`config.mk`:
```
export PLATFORM = sky130hd
export DESIGN_NAME = freq_meter
export DESIGN_NICKNAME = d
export VERILOG_FILES = /design/src/rtl/freq_meter.sv
export SDC_FILE = /design/constraint.sdc
export NUM_CORES = 1
export LEC_CHECK = 0
export CAP_MARGIN = 40
export CORE_UTILIZATION = 58
export CTS_CLUSTER_DIAMETER = 60
export CTS_CLUSTER_SIZE = 12
export DETAILED_ROUTE_END_ITERATION = 7
export PLACE_DENSITY_LB_ADDON = 0.2
export RECOVER_POWER = 50
export SLEW_MARGIN = 20
export SYNTH_ARGS = -nofsm -noshare
export SYNTH_HDL_FRONTEND = slang
export SYNTH_SLANG_ARGS = --single-unit
```
`constraint.sdc`:
```
create_clock -name clk_100m -period 4.1 [get_ports clk_100m]
set_clock_uncertainty 0.05 [all_clocks]
set_input_delay 0.82 -clock clk_100m [delete_from_list [all_inputs] [get_ports clk_100m]]
set_output_delay 0.82 -clock clk_100m [all_outputs]
set_load 0.03 [all_outputs]
```
`src/rtl/freq_meter.sv`:
```
`default_nettype none
// ============================================================================
//  Module      : freq_meter
//  Description : Gated frequency counter. Counts rising edges of an
//                asynchronous input over a gate of GATE_CYCLES system clocks.
//                At the end of each gate the count is latched onto freq, and
//                freq_vld pulses for one clock. With the default 1 s gate at
//                100 MHz, the result is in Hz.
//  Build option: FREQ_BCD_EN - when defined, the edge counter is a chain of
//                NDIG BCD decades and freq is packed BCD (4*NDIG bits).
//                When undefined, the edge counter is a CNT_W-bit binary
//                counter.
//  Ports       :
//    clk_100m  in   1        system clock (single domain)
//    cr        in   1        asynchronous active-high reset
//    en        in   1        1 = measure continuously, 0 = idle / abort window
//    sig_in    in   1        asynchronous signal under measurement
//    freq      out  CNT_W    last latched edge count (4*NDIG with FREQ_BCD_EN)
//    freq_vld  out  1        one-cycle pulse, coincident with a freq update
//    ovf       out  1        last latched window saturated the counter
//  Revision    : 1.0 - initial release
// ============================================================================
module freq_meter #(
    parameter int GATE_CYCLES = 100_000_000,
    parameter int CNT_W       = 27,
    parameter int NDIG        = 8
) (
    input  logic                 clk_100m,
    input  logic                 cr,
    input  logic                 en,
    input  logic                 sig_in,
`ifdef FREQ_BCD_EN
    output logic [4*NDIG-1:0]    freq,
`else
    output logic [CNT_W-1:0]     freq,
`endif
    output logic                 freq_vld,
    output logic                 ovf
);

`ifdef FREQ_BCD_EN
    localparam int c_W = 4 * NDIG;
`else
    localparam int c_W = CNT_W;
`endif

    // GATE_CYCLES-1 always fits in clog2(GATE_CYCLES) bits for GATE_CYCLES >= 2.
    localparam int                  c_GATE_W    = (GATE_CYCLES > 1) ? $clog2(GATE_CYCLES) : 1;
    localparam logic [c_GATE_W-1:0] c_GATE_LAST = c_GATE_W'(GATE_CYCLES - 1);

    localparam logic [1:0] c_ST_IDLE  = 2'd0;
    localparam logic [1:0] c_ST_GATE  = 2'd1;
    localparam logic [1:0] c_ST_LATCH = 2'd2;

    // Configurations below these minimums are not supported; the counters
    // and gate compare assume them.
    generate
        if (GATE_CYCLES < 2 || CNT_W < 1 || NDIG < 1) begin : g_unsupported_cfg
        end
    endgenerate

    // ------------------------------------------------------------------
    // Input synchronizer (s1, s2) plus delay flop (s3) for edge detection
    // ------------------------------------------------------------------
    logic s1_q;
    logic s2_q;
    logic s3_q;
    logic w_rise;

    always_ff @(posedge clk_100m or posedge cr) begin
        if (cr) begin
            s1_q <= 1'b0;
            s2_q <= 1'b0;
            s3_q <= 1'b0;
        end else begin
            s1_q <= sig_in;
            s2_q <= s1_q;
            s3_q <= s2_q;
        end
    end

    assign w_rise = s2_q & ~s3_q;

    // ------------------------------------------------------------------
    // Control FSM
    // ------------------------------------------------------------------
    logic [1:0]          state_q;
    logic [1:0]          state_d;
    logic [c_GATE_W-1:0] gate_cnt_q;
    logic [c_GATE_W-1:0] gate_cnt_d;
    logic                w_gate_end;
    logic                w_count_en;
    logic                w_load;

    assign w_gate_end = (gate_cnt_q == c_GATE_LAST);

    // State register
    always_ff @(posedge clk_100m or posedge cr) begin
        if (cr) begin
            state_q <= c_ST_IDLE;
        end else begin
            state_q <= state_d;
        end
    end

    // Next-state logic
    always_comb begin
        state_d = state_q;
        case (state_q)
            c_ST_IDLE: begin
                if (en) begin
                    state_d = c_ST_GATE;
                end
            end
            c_ST_GATE: begin
                if (!en) begin
                    state_d = c_ST_IDLE;
                end else if (w_gate_end) begin
                    state_d = c_ST_LATCH;
                end
            end
            c_ST_LATCH: begin
                state_d = en ? c_ST_GATE : c_ST_IDLE;
            end
            default: begin
                state_d = c_ST_IDLE;
            end
        endcase
    end

    // Output / control decode
    always_comb begin
        freq_vld   = (state_q == c_ST_LATCH);
        // An en drop in GATE aborts the window in that same cycle, so that
        // cycle neither counts nor latches.
        w_count_en = (state_q == c_ST_GATE) && en;
        w_load     = w_count_en && w_gate_end;
    end

    // ------------------------------------------------------------------
    // Gate counter: runs only while counting; cleared otherwise
    // ------------------------------------------------------------------
    always_comb begin
        gate_cnt_d = '0;
        if (w_count_en && !w_gate_end) begin
            gate_cnt_d = gate_cnt_q + c_GATE_W'(1);
        end
    end

    always_ff @(posedge clk_100m or posedge cr) begin
        if (cr) begin
            gate_cnt_q <= '0;
        end else begin
            gate_cnt_q <= gate_cnt_d;
        end
    end

    // ------------------------------------------------------------------
    // Edge counter increment / full detection
    // ------------------------------------------------------------------
    logic [c_W-1:0] edge_cnt_q;
    logic [c_W-1:0] edge_cnt_d;
    logic [c_W-1:0] w_cnt_inc;
    logic           w_cnt_full;
    logic           sat_q;
    logic           sat_d;

`ifdef FREQ_BCD_EN
    // Ripple-carry chain of decades: a digit advances when every lower
    // digit is 9. Carry out of the top digit means the counter is all 9s.
    logic [NDIG:0] w_carry;

    assign w_carry[0] = 1'b1;

    generate
        for (genvar i = 0; i < NDIG; i++) begin : g_digit
            logic w_is9;
            assign w_is9          = (edge_cnt_q[4*i +: 4] == 4'd9);
            assign w_carry[i+1]   = w_carry[i] & w_is9;
            assign w_cnt_inc[4*i +: 4] = !w_carry[i] ? edge_cnt_q[4*i +: 4] :
                                         w_is9       ? 4'd0 :
                                                       edge_cnt_q[4*i +: 4] + 4'd1;
        end
    endgenerate

    assign w_cnt_full = w_carry[NDIG];
`else
    assign w_cnt_inc  = edge_cnt_q + c_W'(1);
    assign w_cnt_full = &edge_cnt_q;
`endif

    // A rise arriving while the counter is full is the lost edge that marks
    // the window as saturated; the count itself holds and never wraps.
    always_comb begin
        edge_cnt_d = '0;
        sat_d      = 1'b0;
        if (w_count_en) begin
            edge_cnt_d = edge_cnt_q;
            sat_d      = sat_q;
            if (w_rise) begin
                if (w_cnt_full) begin
                    sat_d = 1'b1;
                end else begin
                    edge_cnt_d = w_cnt_inc;
                end
            end
        end
    end

    always_ff @(posedge clk_100m or posedge cr) begin
        if (cr) begin
            edge_cnt_q <= '0;
            sat_q      <= 1'b0;
        end else begin
            edge_cnt_q <= edge_cnt_d;
            sat_q      <= sat_d;
        end
    end

    // ------------------------------------------------------------------
    // Result registers
    // ------------------------------------------------------------------
    // Loaded on the edge that enters LATCH, from the next-count value so the
    // final gate cycle's rise is included. This makes freq change on the
    // same edge that raises freq_vld.
    logic [c_W-1:0] freq_q;
    logic           ovf_q;

    always_ff @(posedge clk_100m or posedge cr) begin
        if (cr) begin
            freq_q <= '0;
            ovf_q  <= 1'b0;
        end else if (w_load) begin
            freq_q <= edge_cnt_d;
            ovf_q  <= sat_d;
        end
    end

    assign freq = freq_q;
    assign ovf  = ovf_q;

endmodule

`default_nettype wire

```
==> key figures <==
Worst setup path
  – Slowest cell on crit path: clkbuf_1
  – Crit path max fanout: 33
  – Worst Path Arrival: 3370 ps
  – CP Launch Type: primary input
  – Worst R2R Path Depth: 5
  – Worst setup EP type: flop
  – Worst R2R Start: state_q[0]
  – Crit path largest cell delay: 1100 ps
  – Critical R2R Capture: state_q[0]
  – Crit-path cells: clkdlybuf4s50_1 > nand3b_1 > clkbuf_1 > nand2b_1 > buf_6 > o21ai_0
  – Setup CP Type: in -> reg
  – Reg2reg setup slack: 1380 ps
  – Buf/Inv on CP: 3
  – Required time worst endpoint: 4280 ps
  – Top Family by Delay on Critical Path: buffers and inverters

Floorplanning
  – Die area: 7600 um2
  – DIE HEIGHT: 87.2 um
  – Core ar.: 6910 um2
  – Die width: 87.2 um
  – Ports: 33
  – Rows: 30
  – Initial core utilization: 60.9%

Power and ir drop
  – Maximum VDD drop: 0.000194 V
  – Sw Ratio: 23.7%
  – Int Power: 1120 uW
  – Cell Pwr Density: 307 nW/um2
  – Combinational share of power: 3.7%
  – P_sw: 347 uW
  – Sequential share of power: 59.7%
  – Total power draw: 1470 uW
  – Leakage: 0.00188 uW
  – Clk pwr share: 36.6%

Route
  – Vias/cell: 5.71
  – Drt first pass iters: 5
  – DRC Markers: 0
  – 1st-iter DRT viols: 202
  – Routed via count: 3171
  – Routed WL: 8490 um
  – Final ANT Viol Nets: 0
  – Drt wl/cell: 15.3 um

Cells and area
  – Antenna diode count: 0
  – Area Growth Syn to Fin: 13.8%
  – Final nets: 460
  – Share of layout cells above drive strength 1: 8.06%
  – Commonest non-fill, non-tap cell in the layout: dfrtp_1
  – Most frequent cells in the layout: dfrtp_1 (88), nor2_1 (80), nand2_1 (33)

Timing
  – Fin. max-slew vios: 0
  – Final hold vios: 0
  – FMAX: 314 MHz
  – Worst slew pin tran: 1480 ps
  – TNS Setup: 0 ps
  – Final period util: 77.8%
  – # setup viols final: 0
  – Final Critical Period: 3190 ps
  – Hold WS: 310 ps
  – RSZ-0062 raised after global routing: no
  – Slew headroom: 1.26%

Min path
  – WHS Endpoint: s2_q
  – Worst hold start: s1_q
  – Hold crit path type: reg -> reg
  – Hold path cells: 0

Placed design
  – Final GP Congestion: 0.876
  – Port bufs: 32
  – Dpl hpwl: 5980 um

Clock network
  – Root Buffer: clkbuf_8
  – Clock Path Buffers: 2
  – Hold buffer count at cts: 0
  – Clock sink count: 88
  – CTS tree: built
  – CTS clk-pin slew, worst paths: 80 ps
  – Inserted Clock Buffers: 9
  – Post-CTS Setup Bufs: 0
  – Clk_lat worst skew: 360 ps
  – Post-cts resize count: 0
  – H-tree depth: 3

Synthesis
  – Post-synth ARST share: 100%
  – Cells after synthesis: 424
  – Unique masters post-synth: 50
  – Post-synth top flop: dfrtp_1
  – Syn_area_per_cell: 9.93 um2
  – Number of flops mapped to enable cells by yosys: 0
  – #FFs+latches synth: 88
  – Register area share after synthesis: 52.3%
  – Mapped Area: 4210 um2
  – YS warnings: 0
  – Syn Nets: 430

Global route
  – Gr usage total: 25.1%
  – Largest net degree at the start of global routing: 42
  – Vias in the first global route: 2946
  – Initial antenna violation count: 0
  – First-pass GRT wire length: 14500 um
  – Global route overflow: 0

Run
  – Max-Cap Viols: 0

Status
  – Run status: finished clean
## cell usage after synthesis, types with 3 or more instances
library cell	number	area [um2]
or4_1	4	30.0
and3_1	9	56.3
buf_2	6	30.0
a211oi_1	4	30.0
inv_1	5	18.8
dfrtp_1	88	2200
xnor2_1	27	236
nor4_1	4	25.0
and4_1	3	26.3
nor3_1	9	45.0
nand3_1	22	110
xor2_1	19	166
nor2_1	80	300
o21ai_1	13	65.1
nand4_1	21	131
buf_4	3	22.5
nand2_1	33	124
a21oi_1	20	100
a2111oi_4	3	82.6
clkbuf_1	9	33.8
## final cells by class
class	count	area, um2
repair buffers	40	385
multi-input cells	310	1890
clock buffers	12	145
inverters	5	20.0
well taps	96	120
flip-flops and latches	88	2200
fillers	548	2120
clock inverters	4	30.0
## flip-flops by register name, indices dropped and copies added (netlist names)
signal / cells
gate_cnt_q: 27
s3_q: 1
s2_q: 1
ovf: 1
s1_q: 1
edge_cnt_q: 27
freq: 27
sat_q: 1
state_q: 2
## worst max-delay path by stage
stage | start | to | slack, ps | depth (start not counted)
after global routing | en | state_q[0] | 690 | 6
after floorplan | cr | edge_cnt_q[0] | 950 | 1
after CTS | gate_cnt_q[0] | state_q[0] | 1500 | 7
after global placement | en | state_q[0] | 1160 | 5
final | en | state_q[0] | 910 | 6
after detailed placement | en | ovf | 1290 | 5
## cells by family (layout without fill, tap and decap cells)
logic type,Yosys count,count (layout),synth area share (%)
and+or+nand+nor,208,208,25.0
DFF,88,88,52.3
AOI/OAI and AO/OA,52,52,8.86
xor gates and xnor gates,46,46,9.57
buffers and inverters,26,61,3.15
adders and majority gates,2,2,0.594
muxes,2,2,0.476
## power by group through the flow
stage / logic (uW) / registers [uW] / clock network, uW
final: 54.4 / 876 / 537
after global routing: 62.6 / 877 / 586
after CTS: 58.6 / 876 / 552
after detailed placement: 58.8 / 893 / 0
after global placement: 51.4 / 893 / 0
after floorplan: 38.1 / 892 / 0
## stage by stage
stage	worst slack (ps)	util [%]	instances	instance area (um2)
2_1_floorplan	951	-	424	4210
3_3_place_gp	1160	66.3	536	4580
3_5_place_dp	1290	67.0	539	4620
4_1_cts	1500	69.5	555	4800
5_1_grt	694	69.3	555	4790
6_report	912	69.3	555	4790
## metal layers
metal  GRT usage (%)  wire (um)  vias to the layer above
met5               0          0                        -
met4            8.05        141                        0
met3            5.12        352                       14
met2            38.3       3940                       80
met1            36.2       4060                     1546
li1                -          -                     1531
Note: power is estimated with default switching activity, not from simulation.
